==> config.mk <==
export PLATFORM = sky130hd
export DESIGN_NAME = spi_xfer_engine
export DESIGN_NICKNAME = d
export VERILOG_FILES = /design/src/rtl/spi_xfer_engine.sv
export SDC_FILE = /design/constraint.sdc
export NUM_CORES = 1
export LEC_CHECK = 0
export CORE_MARGIN = 4
export CORE_UTILIZATION = 55
export CTS_CLUSTER_DIAMETER = 120
export DETAILED_ROUTE_END_ITERATION = 8
export DONT_BUFFER_PORTS = 1
export PLACE_DENSITY_LB_ADDON = 0.25
export SYNTH_ARGS = -nofsm -noshare
export SYNTH_HDL_FRONTEND = slang
export SYNTH_SLANG_ARGS = --single-unit
==> constraint.sdc <==
create_clock -name clk -period 4.8 [get_ports clk]
set_input_delay 0.96 -clock clk [delete_from_list [all_inputs] [get_ports clk]]
set_output_delay 0.96 -clock clk [all_outputs]
set_load 0.05 [all_outputs]
==> src/rtl/spi_xfer_engine.sv <==
// SPI mode-0 master that shifts one frame per transaction.
//
// Handshake: a frame is accepted on a clock edge with tx_valid=1 and tx_ready=1.
// Each frame runs LEAD (cs_n low, sclk low, CLK_DIV cycles), then SHIFT
// (W_FRAME sclk periods), then TRAIL (cs_n low, sclk low, CLK_DIV cycles).
// On TRAIL exit the engine returns to idle, loads rx_data and pulses rx_dv.
//
// Ports:
//   clk       system clock, all logic on its rising edge
//   rst       synchronous active-high reset
//   tx_data   frame to send, MSB first     tx_valid  tx_data is valid
//   tx_ready  idle, can accept a frame     busy      frame in progress
//   rx_data   last received frame          rx_dv     one-cycle update strobe
//   sclk/mosi/cs_n  SPI outputs            miso      SPI input
//
// Build option: define SPI_XFER_LOOPBACK_EN to ignore miso and sample the
// engine's own mosi, so rx_data equals the transmitted frame.

module spi_xfer_engine #(
    parameter int unsigned W_FRAME = 8,
    parameter int unsigned CLK_DIV = 4
) (
    input  logic               clk,
    input  logic               rst,
    input  logic [W_FRAME-1:0] tx_data,
    input  logic               tx_valid,
    output logic               tx_ready,
    output logic [W_FRAME-1:0] rx_data,
    output logic               rx_dv,
    output logic               busy,
    output logic               sclk,
    output logic               mosi,
    input  logic               miso,
    output logic               cs_n
);

    localparam int unsigned CntW = $clog2(CLK_DIV + 1);
    localparam int unsigned BitW = $clog2(W_FRAME + 1);
    localparam logic [CntW-1:0] CntReload = CntW'(CLK_DIV - 1);
    localparam logic [BitW-1:0] LastBit   = BitW'(W_FRAME - 1);

    typedef enum logic [1:0] {StIdle, StLead, StShift, StTrail} state_e;

    state_e             state_q, state_d;
    logic [CntW-1:0]    cnt_q, cnt_d;
    logic [BitW-1:0]    bit_q, bit_d;
    logic               sclk_q, sclk_d;
    logic [W_FRAME-1:0] tx_sr_q, tx_sr_d;
    logic [W_FRAME-1:0] rx_sr_q, rx_sr_d;
    logic [W_FRAME-1:0] rx_data_q, rx_data_d;
    logic               rx_dv_q, rx_dv_d;
    logic               idle;
    logic               tc;
    logic               rx_in;

    assign idle     = (state_q == StIdle);
    assign tx_ready = idle;
    assign busy     = ~idle;
    assign cs_n     = idle;
    assign sclk     = sclk_q;
    assign mosi     = ~idle & tx_sr_q[W_FRAME-1];
    assign rx_data  = rx_data_q;
    assign rx_dv    = rx_dv_q;

`ifdef SPI_XFER_LOOPBACK_EN
    logic unused_miso;
    assign unused_miso = miso;
    assign rx_in       = mosi;
`else
    assign rx_in = miso;
`endif

    // Down-counter: terminal count at zero, reloaded so every phase is CLK_DIV cycles.
    assign tc = (cnt_q == '0);

    always_comb begin
        state_d   = state_q;
        cnt_d     = cnt_q;
        bit_d     = bit_q;
        sclk_d    = sclk_q;
        tx_sr_d   = tx_sr_q;
        rx_sr_d   = rx_sr_q;
        rx_data_d = rx_data_q;
        rx_dv_d   = 1'b0;

        unique case (state_q)
            StIdle: begin
                if (tx_valid) begin
                    state_d = StLead;
                    cnt_d   = CntReload;
                    bit_d   = '0;
                    sclk_d  = 1'b0;
                    tx_sr_d = tx_data;
                    rx_sr_d = '0;
                end
            end
            StLead: begin
                if (tc) begin
                    state_d = StShift;
                    cnt_d   = CntReload;
                end else begin
                    cnt_d = cnt_q - CntW'(1);
                end
            end
            StShift: begin
                if (tc) begin
                    cnt_d  = CntReload;
                    sclk_d = ~sclk_q;
                    if (!sclk_q) begin
                        // Rising sclk: capture the slave bit.
                        rx_sr_d = {rx_sr_q[W_FRAME-2:0], rx_in};
                    end else if (bit_q == LastBit) begin
                        // Last falling sclk: keep mosi, close the frame.
                        state_d = StTrail;
                    end else begin
                        tx_sr_d = tx_sr_q << 1;
                        bit_d   = bit_q + BitW'(1);
                    end
                end else begin
                    cnt_d = cnt_q - CntW'(1);
                end
            end
            StTrail: begin
                if (tc) begin
                    state_d   = StIdle;
                    rx_data_d = rx_sr_q;
                    rx_dv_d   = 1'b1;
                end else begin
                    cnt_d = cnt_q - CntW'(1);
                end
            end
            default: state_d = StIdle;
        endcase
    end

    always_ff @(posedge clk) begin
        if (rst) begin
            state_q   <= StIdle;
            cnt_q     <= '0;
            bit_q     <= '0;
            sclk_q    <= 1'b0;
            tx_sr_q   <= '0;
            rx_sr_q   <= '0;
            rx_data_q <= '0;
            rx_dv_q   <= 1'b0;
        end else begin
            state_q   <= state_d;
            cnt_q     <= cnt_d;
            bit_q     <= bit_d;
            sclk_q    <= sclk_d;
            tx_sr_q   <= tx_sr_d;
            rx_sr_q   <= rx_sr_d;
            rx_data_q <= rx_data_d;
            rx_dv_q   <= rx_dv_d;
        end
    end

endmodule

# == Yosys cells after proc, flatten, opt, wreduce, memory -nomap -nowiden ==
# Index checks and enable logic that the tools add are counted.
# word_totals
elab_cells,67
input_bits,12
reg_bits,35
output_inout_bits,14
# op_classes
n_addsub,2
reduce_logical,11
mux,29
bitwise,4
eq_ne,13
# ops
cell,count
8-bit 2-to-1 mux,7
8-bit one-hot mux with 2 select lines,2
"2-bit != test, second input constant",9
4-bit 2-to-1 mux,4
2-bit 2-to-1 mux,6
3-bit 2-to-1 mux,3
3-bit one-hot mux with 3 select lines,1
2-bit one-hot mux with 4 select lines,1
4-bit one-hot mux with 2 select lines,1
6-bit AND reduction,1
5-bit AND reduction,1
"4-bit by 1-bit adder with 4-bit output, second input constant",1
"2-bit equality test, second input constant",2
"4-bit by 3-bit equality test with 1-bit output, second input constant",1
2-bit AND reduction,2
4-bit AND reduction,1
2-bit OR reduction,2
3-bit zero test,1
1-bit 2-to-1 mux,3
1-bit NOT,3
3-bit AND reduction,1
"3-bit by 1-bit subtractor with 3-bit output, second input constant",1
"2-bit by 1-bit equality test with 1-bit output, second input constant",1
2-bit zero test,1
other kinds (3),3

# == Longest topological paths before layout ==
# depth
depth_word,5
mapped_depth,7
mapped_depth_nobuf,6

# == Least setup slack after synthesis ==
# No wires, ideal clock.
# synth_path
path_kind,register -> output
startpoint,register state_q[0]
endpoint,output mosi
t_arrival_ns,1.832
stages_incl_launch_ff,5
setup_slack_ns,2.008
required_ns,3.840
n_path_buf,1
cell_sequence,dfxtp_1 > inv_1 > ha_1 > clkbuf_1 > nor2b_1
# synth_via
elab_chain_cells,3
# synth_lines
element,line_no,text
start: declaration,44,"state_e state_q, state_d;"
start signal: assignment,138,state_q <= StIdle;
start signal: assignment,147,state_q <= state_d;
2-bit zero test,56,assign idle = (state_q == StIdle);
net cs_n,34,output logic cs_n
1-bit NOT,61,assign mosi = ~idle & tx_sr_q[W_FRAME-1];
1-bit bitwise AND,61,
end: declaration,32,"output logic mosi,"
# The timed path passes the listed nets, and every way through them passes these cells.

# == Worst setup path in the final report ==
# layout_path
startpoint,register state_q[0]
endpoint,output mosi
# layout_via
elab_chain_cells,3
# layout_lines
element,line_no
2-bit zero test,56
1-bit NOT,61
1-bit bitwise AND,61
# No other way between the ends.

==> impl_metrics.ini <==
[synthesis]
synth_edf_count = 0
synth_area_um2 = 1760
yosys_register_bits = 35
async_reset_ff_share_pct = 0
avgSynthCellArea_um2 = 8.77
synthFlopType = dfxtp_1
syn_nets = 221
yosysSeqAreaShare_pct = 39.7
ys_warn_count = 0
synth_cell_types = 41
yosys-top-cells-area = dfxtp_1 40%, a21oi_1 8.8%, nand3_1 6.0%
yosysTopAreaCellShare_pct = 39.7
netlist_instances = 201
yosys.area.top_type = dfxtp_1

[routing]
ant_nets = 0
drtIter0Drc = 64
wl_mm = 3.46
drc_errors = 0
dr.pass1.iters = 4
vias_per_cell = 5.84
vias = 1401
wl_per_cell_um = 14.4

[timing]
fin_crit_sh_pct = 57.3
final-hold-violation-count = 0
rsz0062_at_grt = no
skew_ns = 0.0103
layout_setup_ws_ns = 2.05
final_max_slew_viol_count = 0
min_period_ns = 2.75
setup_viol_count_final = 0
tightest_slew_ns = 0.943
clock.fmax_mhz = 363
relSlewSlack_pct = 37.0
fin_setup_tns_ns = 0

[clock_network]
clockRootBuffer = clkbuf_4
cts_tree = done
cts_buffer_depth = 2
cts.sinks = 35
clkTransAtPathRegs_ns = 0.10
numCtsBuffers = 5
htree_levels = 2
clock_latency_ns = 0.34
cts_setup_buffers = 0
cts-resized-gates = 0
hold_buffers = 0

[placed_design]
gp_congestion = 0.758
post-place-ws_ns = 2.34
io_buffers = 0
dpl.hpwl_mm = 2.44

[floorplan]
die_x_um = 64.6
num_rows = 20
ios = 26
core_area_um2 = 3050
dieArea_um2 = 4180
initial_core_util_pct = 57.7
die_h_um = 64.6

[global_route]
grt_max_degree = 40
grt_use_total_pct = 17.9
antenna_found_initial = 0
gr-total-overflow = 0
grt_pass1_vias = 1329
grt_pass1_wl_mm = 5.99

[pwr]
peakVddDrop_v = 0.000210
leakagePower_uw = 0.000628
powerDensity_nw_per_um2 = 532

[final_layout]
diodes = 0
area_delta_synth_final_pct = 1.49
final_nets = 216
drive_above_1_share_pct = 7.65

[worst_setup_path]
critPathArrivalTime_ns = 1.79
critical_path_required_ns = 3.84
crit_buf_inv = 1
worstPathCellList = inv_1 -> ha_1 -> nor2b_1
cp-end-kind = primary output
crit_type = register to primary output
cpMaxStageDelayCell = nor2b_1
path_max_fanout = 4
critPathTopFamily = simple AND/OR/NAND/NOR gates
start_kind = register
max_stage_delay_ns = 0.73

[min_path]
hold_class = register to register

[run_status]
status = finished clean

[flow_run]
maxCapViolations = 0
routing by layer:
layer	vias up	global-route usage [%]	share of wire, %
met3	7	4.85	5.1
met2	35	30.5	49
met4	0	5.80	1.2
met5	-	0	0
met1	640	21.7	45
li1	719	-	-
cells in the final DEF, fill, tap and decap left out, types with 2 or more instances in the layout:
cell type,synthesis,routed
a211oi_1,2,2
a21oi_1,31,31
a22o_1,2,2
a311oi_1,7,7
a31oi_1,2,2
clkbuf_4,0,5
dfxtp_1,35,35
ha_1,8,8
inv_1,6,6
mux2i_1,8,8
nand2_1,18,18
nand2b_1,3,3
nand3_1,21,21
nand3b_1,2,2
nand4b_1,2,2
nor2_1,9,9
nor2b_1,4,4
nor3b_1,2,2
o21a_1,2,2
o21ai_0,3,3
o22ai_1,3,3
or3_1,3,3
metrics by stage:
| step | power, µW | cell area [µm²] | utilization (%) | hold WS [ns] | cells |
|---|---|---|---|---|---|
| detailed placement | 794 | 1730 | 56.8 | 0.441 | 233 |
| global route | 1020 | 1790 | 58.6 | 0.499 | 240 |
| CTS | 954 | 1790 | 58.6 | 0.456 | 240 |
| global placement | 782 | 1730 | 56.8 | 0.437 | 233 |
| floorplan | 745 | 1760 | - | 0.432 | 201 |
| finish | 952 | 1790 | 58.6 | 0.461 | 240 |
cell type report:
cell class	instances	area, µm²
Sequential cell	35	701
Timing Repair Buffer	1	7.51
Fill cell	288	1260
Inverter	6	22.5
Tap cell	44	55.1
Clock inverter	1	5.00
Multi-Input combinational cell	147	947
Clock buffer	6	51.3
power breakdown:
part | leakage (µW) | switching (µW) | internal [µW]
Clock | 0.0000341 | 93.0 | 67.8
Sequential | 0.000285 | 35.7 | 331
Combinational | 0.000309 | 289 | 135
synth_stat cells, types with 3 or more instances:
cell       n
or3_1      3
inv_1      6
mux2i_1    8
a21oi_1   31
ha_1       8
nand2b_1   3
nand3_1   21
nor2b_1    4
nand2_1   18
a311oi_1   7
clkbuf_1   7
o21ai_0    3
nor2_1     9
dfxtp_1   35
clkbuf_8   3
o22ai_1    3
path summary, 6_finish.rpt:
kind / from / endpoint / slack (ns) / cells past startpoint
worst max-delay path: state_q[0]$_SDFFE_PP0P_ / mosi / 2.05 / 3
worst min register to register: rx_sr_q[7]$_SDFFE_PP0P_ / rx_sr_q[7]$_SDFFE_PP0P_ / 0.46 / 2
worst max register to register: state_q[0]$_SDFFE_PP0P_ / tx_sr_q[2]$_SDFFE_PP0P_ / 2.32 / 6
worst min-delay path: rx_sr_q[7]$_SDFFE_PP0P_ / rx_sr_q[7]$_SDFFE_PP0P_ / 0.46 / 2
cells by family (layout without fill, tap and decap cells):
logic type      after synthesis  in the layout  share of synthesized area, %
compound gates               59             59                          21.1
fa+ha+maj                     8              8                          5.68
buf+inv                      19             14                          6.53
flops                        35             35                          39.7
mux                           8              8                          4.54
simple gates                 72             72                          22.4
worst reg2reg max path: stages, from the launching register on:
cell	delay (ns)
dfxtp_1	0.35
inv_1	0.12
ha_1	0.77
nand3b_4	0.17
o21ai_2	0.53
a21oi_1	0.15
a311oi_1	0.29
sequential cells by signal (all words and copies together), names as in the netlist:
name	count
cnt_q	3
bit_q	4
rx_dv	1
rx_data	8
state_q	2
rx_sr_q	8
sclk	1
tx_sr_q	8
No activity file was read; power rests on OpenSTA's default activity.
